`config.mk`:
```
export PLATFORM = sky130hd
export DESIGN_NAME = vga_sync_receiver
export DESIGN_NICKNAME = d
export VERILOG_FILES = /design/src/rtl/vga_rx_pkg.sv /design/src/rtl/vga_sync_receiver_sync_edge_detect.sv /design/src/rtl/vga_sync_receiver.sv
export SDC_FILE = /design/constraint.sdc
export NUM_CORES = 1
export LEC_CHECK = 0
export ABC_AREA = 1
export CAP_MARGIN = 10
export CORE_MARGIN = 1.5
export CORE_UTILIZATION = 45
export DETAILED_ROUTE_END_ITERATION = 12
export PLACE_DENSITY = 0.76
export REMOVE_ABC_BUFFERS = 1
export SYNTH_ARGS = -nofsm -noshare
export SYNTH_HDL_FRONTEND = slang
export SYNTH_SLANG_ARGS = --single-unit
```
`constraint.sdc`:
```
create_clock -name Clock -period 6.2 [get_ports Clock]
set_clock_uncertainty 0.2 [all_clocks]
set_input_delay 0.93 -clock Clock [delete_from_list [all_inputs] [get_ports Clock]]
set_output_delay 0.93 -clock Clock [all_outputs]
set_load 0.05 [all_outputs]
```
`src/rtl/vga_rx_pkg.sv`:
```
// vga_rx_pkg: shared definitions for the VGA sync receiver.
//   rx_state_t      lock FSM encoding (SEARCH, MEASURE, LOCKED)
//   DEF_CNT_W       default horizontal counter / period measurement width
//   DEF_LINE_W      default line counter / lines-per-frame width
//   DEF_PERIOD_TOL  default allowed line-period jitter in clocks
//   RED_W           width of the per-frame red-pixel counter
package vga_rx_pkg;

  typedef enum logic [1:0] {
    ST_SEARCH  = 2'd0,
    ST_MEASURE = 2'd1,
    ST_LOCKED  = 2'd2
  } rx_state_t;

  localparam int DEF_CNT_W      = 12;
  localparam int DEF_LINE_W     = 10;
  localparam int DEF_PERIOD_TOL = 1;
  localparam int RED_W          = 20;

endpackage

```
`src/rtl/vga_sync_receiver_sync_edge_detect.sv`:
```
// sync_edge_detect: 2-FF synchronizer followed by a registered edge detector.
//   Clock   in   system clock
//   Reset   in   synchronous, active-high; every stage resets to the idle-high
//                level so leaving reset never produces a spurious edge
//   iAsync  in   asynchronous input
//   oLevel  out  synchronized level (2 clocks behind the pin)
//   oRise   out  one-clock pulse, 3 clocks after a pin rising edge
//   oFall   out  one-clock pulse, 3 clocks after a pin falling edge
module sync_edge_detect (
  input  logic Clock,
  input  logic Reset,
  input  logic iAsync,
  output logic oLevel,
  output logic oRise,
  output logic oFall
);

  logic meta;
  logic sync;
  logic prev;

  always_ff @(posedge Clock) begin
    if (Reset) begin
      meta  <= 1'b1;
      sync  <= 1'b1;
      prev  <= 1'b1;
      oRise <= 1'b0;
      oFall <= 1'b0;
    end else begin
      meta  <= iAsync;
      sync  <= meta;
      prev  <= sync;
      oRise <= sync & ~prev;
      oFall <= ~sync & prev;
    end
  end

  assign oLevel = sync;

endmodule

```
`src/rtl/vga_sync_receiver.sv`:
```
// vga_sync_receiver: measures incoming VGA sync timing, recovers pixel/line
// coordinates and declares lock once the timing repeats over two frames.
//   Clock           in   system clock (sync inputs are asynchronous to it)
//   Reset           in   synchronous, active-high
//   iHsync/iVsync   in   active-low syncs
//   iRed            in   red level, only used with VGA_RX_RED_COUNT_EN
//   oPixelX         out  clocks since last Hsync fall (saturates)
//   oLineY          out  Hsync falls since last Vsync fall (saturates)
//   oLinePeriod     out  last Hsync fall-to-fall period
//   oHsyncWidth     out  last Hsync low time
//   oLinesPerFrame  out  lines in the last complete frame
//   oLocked         out  timing stable
//   oErr            out  one-clock pulse when lock is lost
//   oRedCount       out  red-high cycles in the last frame (0 unless
//                        VGA_RX_RED_COUNT_EN is defined)
// Optional feature macro: VGA_RX_RED_COUNT_EN.
// The lock FSM state is the internal signal "state" (type rx_state_t).
module vga_sync_receiver
  import vga_rx_pkg::*;
#(
  parameter int CNT_W      = DEF_CNT_W,
  parameter int LINE_W     = DEF_LINE_W,
  parameter int PERIOD_TOL = DEF_PERIOD_TOL
) (
  input  logic              Clock,
  input  logic              Reset,
  input  logic              iHsync,
  input  logic              iVsync,
  input  logic              iRed,
  output logic [CNT_W-1:0]  oPixelX,
  output logic [LINE_W-1:0] oLineY,
  output logic [CNT_W-1:0]  oLinePeriod,
  output logic [CNT_W-1:0]  oHsyncWidth,
  output logic [LINE_W-1:0] oLinesPerFrame,
  output logic              oLocked,
  output logic              oErr,
  output logic [RED_W-1:0]  oRedCount
);

  localparam logic [CNT_W-1:0]  H_ONE = CNT_W'(1);
  localparam logic [LINE_W-1:0] V_ONE = LINE_W'(1);
  localparam logic [CNT_W-1:0]  TOL_C = CNT_W'(PERIOD_TOL);

  logic hs_lvl, hs_rise, hs_fall;
  logic vs_lvl, vs_rise_unused, vs_fall;

  sync_edge_detect u_hs (
    .Clock (Clock), .Reset (Reset), .iAsync (iHsync),
    .oLevel(hs_lvl), .oRise(hs_rise), .oFall(hs_fall)
  );

  sync_edge_detect u_vs (
    .Clock (Clock), .Reset (Reset), .iAsync (iVsync),
    .oLevel(vs_lvl), .oRise(vs_rise_unused), .oFall(vs_fall)
  );

  // Counters and measurements
  logic [CNT_W-1:0]  hcnt;
  logic [LINE_W-1:0] vcnt;
  logic [CNT_W-1:0]  ref_period;
  logic [LINE_W-1:0] ref_lines;
  logic              hcnt_max;
  logic [CNT_W-1:0]  hcnt_inc;
  logic [LINE_W-1:0] vcnt_inc;
  logic              ref_load;

  function automatic logic [CNT_W-1:0] abs_diff(input logic [CNT_W-1:0] a,
                                                input logic [CNT_W-1:0] b);
    return (a > b) ? (a - b) : (b - a);
  endfunction

  assign hcnt_max = &hcnt;
  // hcnt_inc doubles as "period ending now": hcnt+1, held at all-ones.
  assign hcnt_inc = hcnt_max ? hcnt : hcnt + H_ONE;
  assign vcnt_inc = (&vcnt) ? vcnt : vcnt + V_ONE;

  logic prev_bad;
  logic ref_bad;
  assign prev_bad = abs_diff(hcnt_inc, oLinePeriod) > TOL_C;
  assign ref_bad  = abs_diff(hcnt_inc, ref_period) > TOL_C;

  always_ff @(posedge Clock) begin
    if (Reset) begin
      hcnt           <= '0;
      vcnt           <= '0;
      oLinePeriod    <= '0;
      oHsyncWidth    <= '0;
      oLinesPerFrame <= '0;
      ref_period     <= '0;
      ref_lines      <= '0;
    end else begin
      if (hs_fall) begin
        oLinePeriod <= hcnt_inc;
        hcnt        <= '0;
      end else begin
        if (hs_rise) oHsyncWidth <= hcnt_inc;
        hcnt <= hcnt_inc;
      end
      // vs_fall wins over a coincident hs_fall for the line counter.
      if (vs_fall) begin
        oLinesPerFrame <= vcnt;
        vcnt           <= '0;
      end else if (hs_fall) begin
        vcnt <= vcnt_inc;
      end
      if (ref_load) begin
        ref_period <= hs_fall ? hcnt_inc : oLinePeriod;
        ref_lines  <= vcnt;
      end
    end
  end

  assign oPixelX = hcnt;
  assign oLineY  = vcnt;

  // Lock FSM: state register
  rx_state_t state, state_next;
  logic      mismatch, mismatch_next;
  logic      err_next;

  always_ff @(posedge Clock) begin
    if (Reset) begin
      state    <= ST_SEARCH;
      mismatch <= 1'b0;
      oErr     <= 1'b0;
    end else begin
      state    <= state_next;
      mismatch <= mismatch_next;
      oErr     <= err_next;
    end
  end

  // Lock FSM: next state
  always_comb begin
    state_next    = state;
    mismatch_next = mismatch;
    err_next      = 1'b0;
    ref_load      = 1'b0;
    if (hcnt_max) begin
      // Hsync has gone away: start over from scratch.
      state_next = ST_SEARCH;
      err_next   = (state == ST_LOCKED);
    end else begin
      case (state)
        ST_SEARCH: begin
          mismatch_next = 1'b0;
          if (vs_fall) state_next = ST_MEASURE;
        end
        ST_MEASURE: begin
          // The first line of a frame has no in-frame predecessor to compare.
          if (hs_fall && (vcnt != '0) && prev_bad) mismatch_next = 1'b1;
          if (vs_fall) begin
            if (!mismatch && (vcnt == oLinesPerFrame)) begin
              state_next = ST_LOCKED;
              ref_load   = 1'b1;
            end
            mismatch_next = 1'b0;
          end
        end
        ST_LOCKED: begin
          if ((hs_fall && ref_bad) || (vs_fall && (vcnt != ref_lines))) begin
            err_next      = 1'b1;
            state_next    = ST_MEASURE;
            // The frame that broke lock cannot qualify for relock.
            mismatch_next = 1'b1;
          end
        end
        default: state_next = ST_SEARCH;
      endcase
    end
  end

  // Lock FSM: outputs
  always_comb begin
    oLocked = (state == ST_LOCKED);
  end

`ifdef VGA_RX_RED_COUNT_EN
  localparam logic [RED_W-1:0] RED_ONE = RED_W'(1);

  logic red_lvl, red_rise_unused, red_fall_unused;
  logic [RED_W-1:0] red_cnt;

  sync_edge_detect u_red (
    .Clock (Clock), .Reset (Reset), .iAsync (iRed),
    .oLevel(red_lvl), .oRise(red_rise_unused), .oFall(red_fall_unused)
  );

  always_ff @(posedge Clock) begin
    if (Reset) begin
      red_cnt   <= '0;
      oRedCount <= '0;
    end else if (vs_fall) begin
      oRedCount <= red_cnt;
      red_cnt   <= '0;
    end else if (red_lvl && hs_lvl && vs_lvl && !(&red_cnt)) begin
      red_cnt <= red_cnt + RED_ONE;
    end
  end
`else
  logic unused_in;
  assign unused_in = iRed ^ hs_lvl ^ vs_lvl;
  assign oRedCount = '0;
`endif

endmodule

```
==> flow_summary_export.csv, run 1 <==
group,metric,value,unit
setup_path,arrival,4860,ps
setup_path,reg2reg_from,"oPixelX[0]",
finish,mostFrequentLayoutCell,"nand2_1",
synth,yosys.area.top_type_share,28.4,%
setup_path,required,6250,ps
clock_tree,clk_path_buf_depth,2,
setup_path,crit_slowest_cell,"xor2_1",
finish,antennaDiodeCount,0,
hold_path,worstHoldStart,"u_vs.prev",
sta,hold_slack,209,ps
setup_path,r2r_slack,1390,ps
global_routing,gr-usage-all-layers,22.9,%
placement,place.gp.congestion,0.927,
hold_path,hold_class,"reg -> reg",
synth,avgSynthCellArea,6.62,um^2
sta,setup_viol,0,
floorplan,coreArea,13900,um^2
sta,post-route-min-period,4810,ps
setup_path,startpoint_type,"flip-flop",
setup_path,cp_common_cell,"nand2_1",
clock_tree,cts-htree-levels,3,
pwr,power.density,234,nW/um^2
global_routing,antenna_found_initial,0,
finish,area_growth,15.2,%
detailed_routing,wl,16.4,mm
synth,yosysTopAreaCell,"dfxtp_1",
setup_path,cp_top_family,"simple AND/OR/NAND/NOR gates",
sta,fmaxAchievable,0.208,GHz
sta,worst_slew_pin_slew,1020,ps
finish,drive_gt1_share,4.99,%
finish,ff_latch_area,1820,um^2
global_routing,gr-total-overflow,0,
detailed_routing,drc,0,
synth,synth_seq_cells,91,
global_routing,grt_max_degree,41,
clock_tree,cts_tree,"built",
clock_tree,cts-buffers-inserted,9,
setup_path,worst-path-buf-inv,2,
sta,hold_violations,0,
floorplan,die-height,122,um
synth,yosysWarnings,0,
detailed_routing,wl_per_cell,13.6,um
hold_path,holdPathEnd,"u_vs.oFall",
detailed_routing,drt-vias-per-instance,5.20,
sta,slew_violations,0,
sta,rsz0062_at_grt,"no",
detailed_routing,firstDrtPassIters,7,
floorplan,dieArea,15000,um^2
global_routing,grt_pass1_wl,27.3,mm
sta,setup_tns,0,ps
finish,layout_common_cells,"239 x nand2_1, 137 x inv_1, 91 x dfxtp_1",
floorplan,std_cell_rows,43,
clock_tree,cts_root_buffer,"clkbuf_16",
global_routing,first_global_vias,5541,
clock_tree,clock_latency,340,ps
detailed_routing,drt_iter0_drc,551,
setup_path,slowest_delay,430,ps
synth,seq_area_frac_synth,28.4,%
clock_tree,cts.sinks,91,
setup_path,rr_endpoint,"mismatch",
clock_tree,cts_setup_buffers,0,
synth,syn-cell-area,6400,um^2
hold_path,hold_depth,2,
clock_tree,cts_hold_buf,0,
setup_path,critPathMaxFanout,19,
synth,syn_inst,968,
setup_path,critPathKind,"reg -> reg",
floorplan,die_w,122,um
detailed_routing,ant_nets,0,
placement,dp_hpwl,12.7,mm
synth,async_reset_ff_share,0,%
placement,placement.io_buffers,61,
flow_run,drv_cap,0,
sta,max_slew_margin,32.0,%
finish,fillers,1380,
synth,synth_area_leaders,"dfxtp_1 28%, nand2_1 14%, ha_1 10%, inv_1 8.0%, a21oi_1 5.5%",
finish,multi_input_comb_area,3860,um^2
finish,layout.nets,1078,
synth,synthFlopType,"dfxtp_1",
setup_path,r2r_cells,26,
setup_path,endpoint_kind,"flip-flop",
sta,finalCritPeriodShare,77.6,%
floorplan,io_pins,83,
clock_tree,cts_resized,0,
detailed_routing,via_count,6247,
synth,yosysUniqueCellTypes,47,
pwr,ir_worst_vdd,0.142,mV
floorplan,start_util,46.1,%
run_status,outcome,"completed",
pwr,p_leak,3.62,nW
clock_tree,clk_pin_slew,70,ps
synth,synth_edf_count,0,
registers in the layout, indices dropped and copies added, names as in the netlist:
register,cells
mismatch,1
oErr,1
oHsyncWidth,12
oLinePeriod,12
oLineY,10
oLinesPerFrame,10
oPixelX,12
ref_lines,10
ref_period,12
state,2
u_hs.meta,1
u_hs.oFall,1
u_hs.oLevel,1
u_hs.oRise,1
u_hs.prev,1
u_vs.meta,1
u_vs.oFall,1
u_vs.oLevel,1
u_vs.prev,1
metrics by stage:
step	instances	util [%]	cell area (um^2)	power (mW)	worst slack (ps)
finish	1202	53.2	7380	1.73	1390
detailed placement	1187	51.0	7080	1.18	1380
floorplan	942	-	6210	1.06	1950
global placement	1187	51.0	7080	1.17	1460
global route	1202	53.2	7380	1.83	913
CTS	1202	53.2	7380	1.73	1370
worst register-to-register path, stage by stage, from the launching register on:
cell and delay (ps):
dfxtp_1 420, ha_1 210, nand2_1 90, nor2_2 250, nand3_4 260, xor2_1 430
inv_1 220, ha_1 260, fa_1 430, o21ai_1 290, nand2_1 110, nand3_2 130
nand2_2 190, inv_2 220, nand2_1 70, nand2_1 60, nand2_1 50, nor2_1 120
nand2_1 70, nor2_1 80, nand2_1 70, o21ai_1 160, nand2_1 90, nand2_1 60
nor2_1 40, nor2_1 70, nor2_1 50
report_power, final:
part           total [mW]  internal, mW  switching (mW)
Sequential          0.624         0.605          0.0183
Combinational       0.545         0.178           0.367
Clock               0.559         0.323           0.235
Total                1.73          1.11           0.620
kinds of logic (layout without fill, tap and decap cells):
logic type                 count (synthesis)  count (layout)  synth area share [%]
AOI/OAI and AO/OA                        177             177                  15.5
xor gates and xnor gates                  17              17                  2.32
adders and majority gates                 55              55                  11.2
buffers and inverters                    188             223                  12.5
DFF                                       91              91                  28.4
other                                      1              20                0.0585
and+or+nand+nor                          439             439                  29.9
area by class of cell:
class | count | area share (%)
multi-input combinational | 708 | 52.2
sequential | 91 | 24.7
timing repair buffer | 65 | 8.68
inverter | 143 | 7.27
clock buffer | 10 | 3.24
tap | 180 | 3.05
clock inverter | 5 | 0.831
synthesized netlist by cell type (5+ instances only):
cell type  count
nand2_1      239
inv_1        137
dfxtp_1       91
nor2_1        87
a21oi_1       71
o21ai_0       66
ha_1          51
nand3_1       50
buf_4         22
clkbuf_1      17
o211ai_1      14
nand4_1       13
xor2_1        13
nor3_1         9
or2_2          8
nand2_2        6
nand3b_1       5
nor4_1         5
metal layers:
metal  global-route usage (%)  part of all wire [%]
met5                        0                     0
met4                     6.54                   1.4
met3                     2.97                   6.3
met2                     36.2                    45
met1                     32.6                    48
how the worst max path moves through the flow:
stage	start	to	slack [ps]	cells past startpoint
after global routing	oPixelX[0]	mismatch	910	27
final	oPixelX[0]	mismatch	1390	26
after floorplan	oPixelX[0]	mismatch	1950	28
after global placement	oPixelX[0]	mismatch	1460	27
after detailed placement	oPixelX[0]	mismatch	1380	27
after CTS	oPixelX[0]	mismatch	1370	27
Note: power is estimated with default switching activity, not from simulation.
==> inputs of run 2 (changes only) <==
--- a/config.mk
+++ b/config.mk
@@ -10,7 +10,7 @@
 export CORE_MARGIN = 1.5
 export CORE_UTILIZATION = 45
 export DETAILED_ROUTE_END_ITERATION = 12
-export PLACE_DENSITY = 0.76
+export PLACE_DENSITY = 0.79
 export REMOVE_ABC_BUFFERS = 1
 export SYNTH_ARGS = -nofsm -noshare
 export SYNTH_HDL_FRONTEND = slang
==> constraint.sdc (replaced) <==
create_clock -name Clock -period 4 [get_ports Clock]
set_clock_uncertainty 0.2 [all_clocks]
set_input_delay 0.6 -clock Clock [delete_from_list [all_inputs] [get_ports Clock]]
set_output_delay 0.6 -clock Clock [all_outputs]
set_load 0.05 [all_outputs]
==> flow_summary_export.csv, run 2 (same netlist as run 1, synthesis figures left out) <==
group,metric,value,unit
run_status,outcome,"completed",
setup_path,startpoint_type,"flip-flop",
setup_path,critPathKind,"reg -> reg",
finish,mostFrequentLayoutCell,"nand2_1",
clock_tree,cts.sinks,91,
finish,fillers,1274,
placement,dp_hpwl,13.4,mm
clock_tree,clock_latency,350,ps
finish,antennaDiodeCount,0,
detailed_routing,drt-vias-per-instance,5.26,
clock_tree,cts_hold_buf,0,
pwr,ir_worst_vdd,0.220,mV
setup_path,cp-endpoint,"mismatch",
finish,layout.nets,1121,
hold_path,hold_class,"reg -> reg",
floorplan,die-height,122,um
floorplan,dieArea,15000,um^2
placement,place.gp.congestion,0.954,
clock_tree,cts-buffers-inserted,9,
setup_path,critPathMaxFanout,7,
sta,post-route-min-period,3810,ps
floorplan,coreArea,13900,um^2
detailed_routing,via_count,6551,
global_routing,first_global_vias,5885,
clock_tree,clk_pin_slew,70,ps
placement,placement.io_buffers,61,
setup_path,cp_common_cell,"nand2_1",
pwr,power,2.82,mW
setup_path,cp-startpoint,"oPixelX[1]",
global_routing,grt_max_degree,50,
sta,finalCritPeriodShare,95.3,%
finish,drive_gt1_share,13.2,%
detailed_routing,drt_iter0_drc,597,
detailed_routing,firstDrtPassIters,5,
finish,layout_common_cells,"233 x nand2_1, 130 x inv_1, 86 x dfxtp_1",
sta,hold_violations,0,
sta,slew_violations,0,
sta,setup_tns,0,ps
floorplan,io_pins,83,
global_routing,gr-total-overflow,0,
sta,worst_slew_pin_slew,737,ps
pwr,power.density,352,nW/um^2
sta,setup_viol,0,
clock_tree,cts_tree,"built",
hold_path,hold_depth,1,
finish,multi_input_comb_area,4110,um^2
flow_run,drv_cap,0,
floorplan,start_util,46.1,%
setup_path,required,4050,ps
detailed_routing,drc,0,
sta,max_slew_margin,50.2,%
setup_path,r2r_cells,29,
clock_tree,cts-htree-levels,3,
finish,ff_latch_area,1830,um^2
setup_path,slowest_delay,380,ps
clock_tree,clk_path_buf_depth,2,
global_routing,grt_pass1_wl,27.9,mm
floorplan,std_cell_rows,43,
sta,fmaxAchievable,0.262,GHz
setup_path,reg2reg_from,"oPixelX[1]",
finish,area_growth,24.8,%
setup_path,rr_endpoint,"mismatch",
global_routing,antenna_found_initial,0,
detailed_routing,ant_nets,0,
detailed_routing,wl,17.9,mm
setup_path,r2r_slack,190,ps
global_routing,gr-usage-all-layers,23.5,%
setup_path,arrival,3870,ps
detailed_routing,wl_per_cell,14.4,um
setup_path,crit_slowest_cell,"dfxtp_4",
clock_tree,cts_root_buffer,"clkbuf_16",
pwr,p_leak,3.87,nW
setup_path,endpoint_kind,"flip-flop",
floorplan,die_w,122,um
## run 2: cell type report
cell class                      instances  area share (%)
Tap cell                              180            2.82
Multi-Input combinational cell        709            51.5
Timing Repair Buffer                  107            12.2
Clock inverter                          6           0.924
Clock buffer                            9            2.82
Inverter                              143            6.84
Sequential cell                        91            22.9
## run 2: timing repair
action | CTS | global route
endpoints found under the setup margin | 4 | 4
resized for setup | 4 | 72
gates cloned | 0 | 1
pin swaps | 0 | 21
setup buffers | 0 | 5
## run 2: worst max-delay path: cells and delay by family, from the launching register on
family,cells,cell delay (ps)
DFF,1,380
and+or+nand+nor,22,2240
AOI/OAI and AO/OA,1,130
buffers and inverters,5,430
adders and majority gates,1,300
## run 2: how the worst min path moves through the flow
stage	start	to	slack, ps
after CTS	u_vs.meta	u_vs.oLevel	220
final	u_vs.meta	u_vs.oLevel	210
after global routing	u_vs.prev	u_vs.oFall	220
after floorplan	u_hs.meta	u_hs.oLevel	190
after detailed placement	u_vs.meta	u_vs.oLevel	200
after global placement	u_vs.meta	u_vs.oLevel	190
## run 2: report_power, final
part | leakage (nW) | switching (mW) | internal [mW]
Clock | 0.140 | 0.384 | 0.489
Sequential | 0.740 | 0.0296 | 0.938
Combinational | 2.99 | 0.620 | 0.355
Total | 3.87 | 1.03 | 1.78
## run 2: metal layers
layer	track usage [%]	up-vias	part of all wire [%]
met5	0	-	0
met4	8.94	0	2.4
met3	3.90	32	6.2
met2	37.8	230	47
met1	31.7	3006	45
li1	-	3283	-
## run 2: through the flow
stage / hold WS, ps / instance area, um^2 / std cells / setup WS, ps / util [%]
2_1_floorplan: 189 / 6210 / 942 / -253 / -
3_3_place_gp: 192 / 7360 / 1224 / 38.4 / 53.0
3_5_place_dp: 199 / 7360 / 1224 / -20.8 / 53.0
4_1_cts: 215 / 7670 / 1239 / 7.98 / 55.2
5_1_grt: 225 / 7990 / 1245 / -115 / 57.6
6_report: 212 / 7990 / 1245 / 187 / 57.6
==> inputs of run 3 (changes only) <==
--- a/config.mk
+++ b/config.mk
@@ -9,6 +9,7 @@
 export CAP_MARGIN = 10
 export CORE_MARGIN = 1.5
 export CORE_UTILIZATION = 45
+export CTS_CLUSTER_SIZE = 28
 export DETAILED_ROUTE_END_ITERATION = 12
 export PLACE_DENSITY = 0.79
 export REMOVE_ABC_BUFFERS = 1
==> results of run 3 <==
The final DEF is identical to that of run 2; final timing and power are the same.
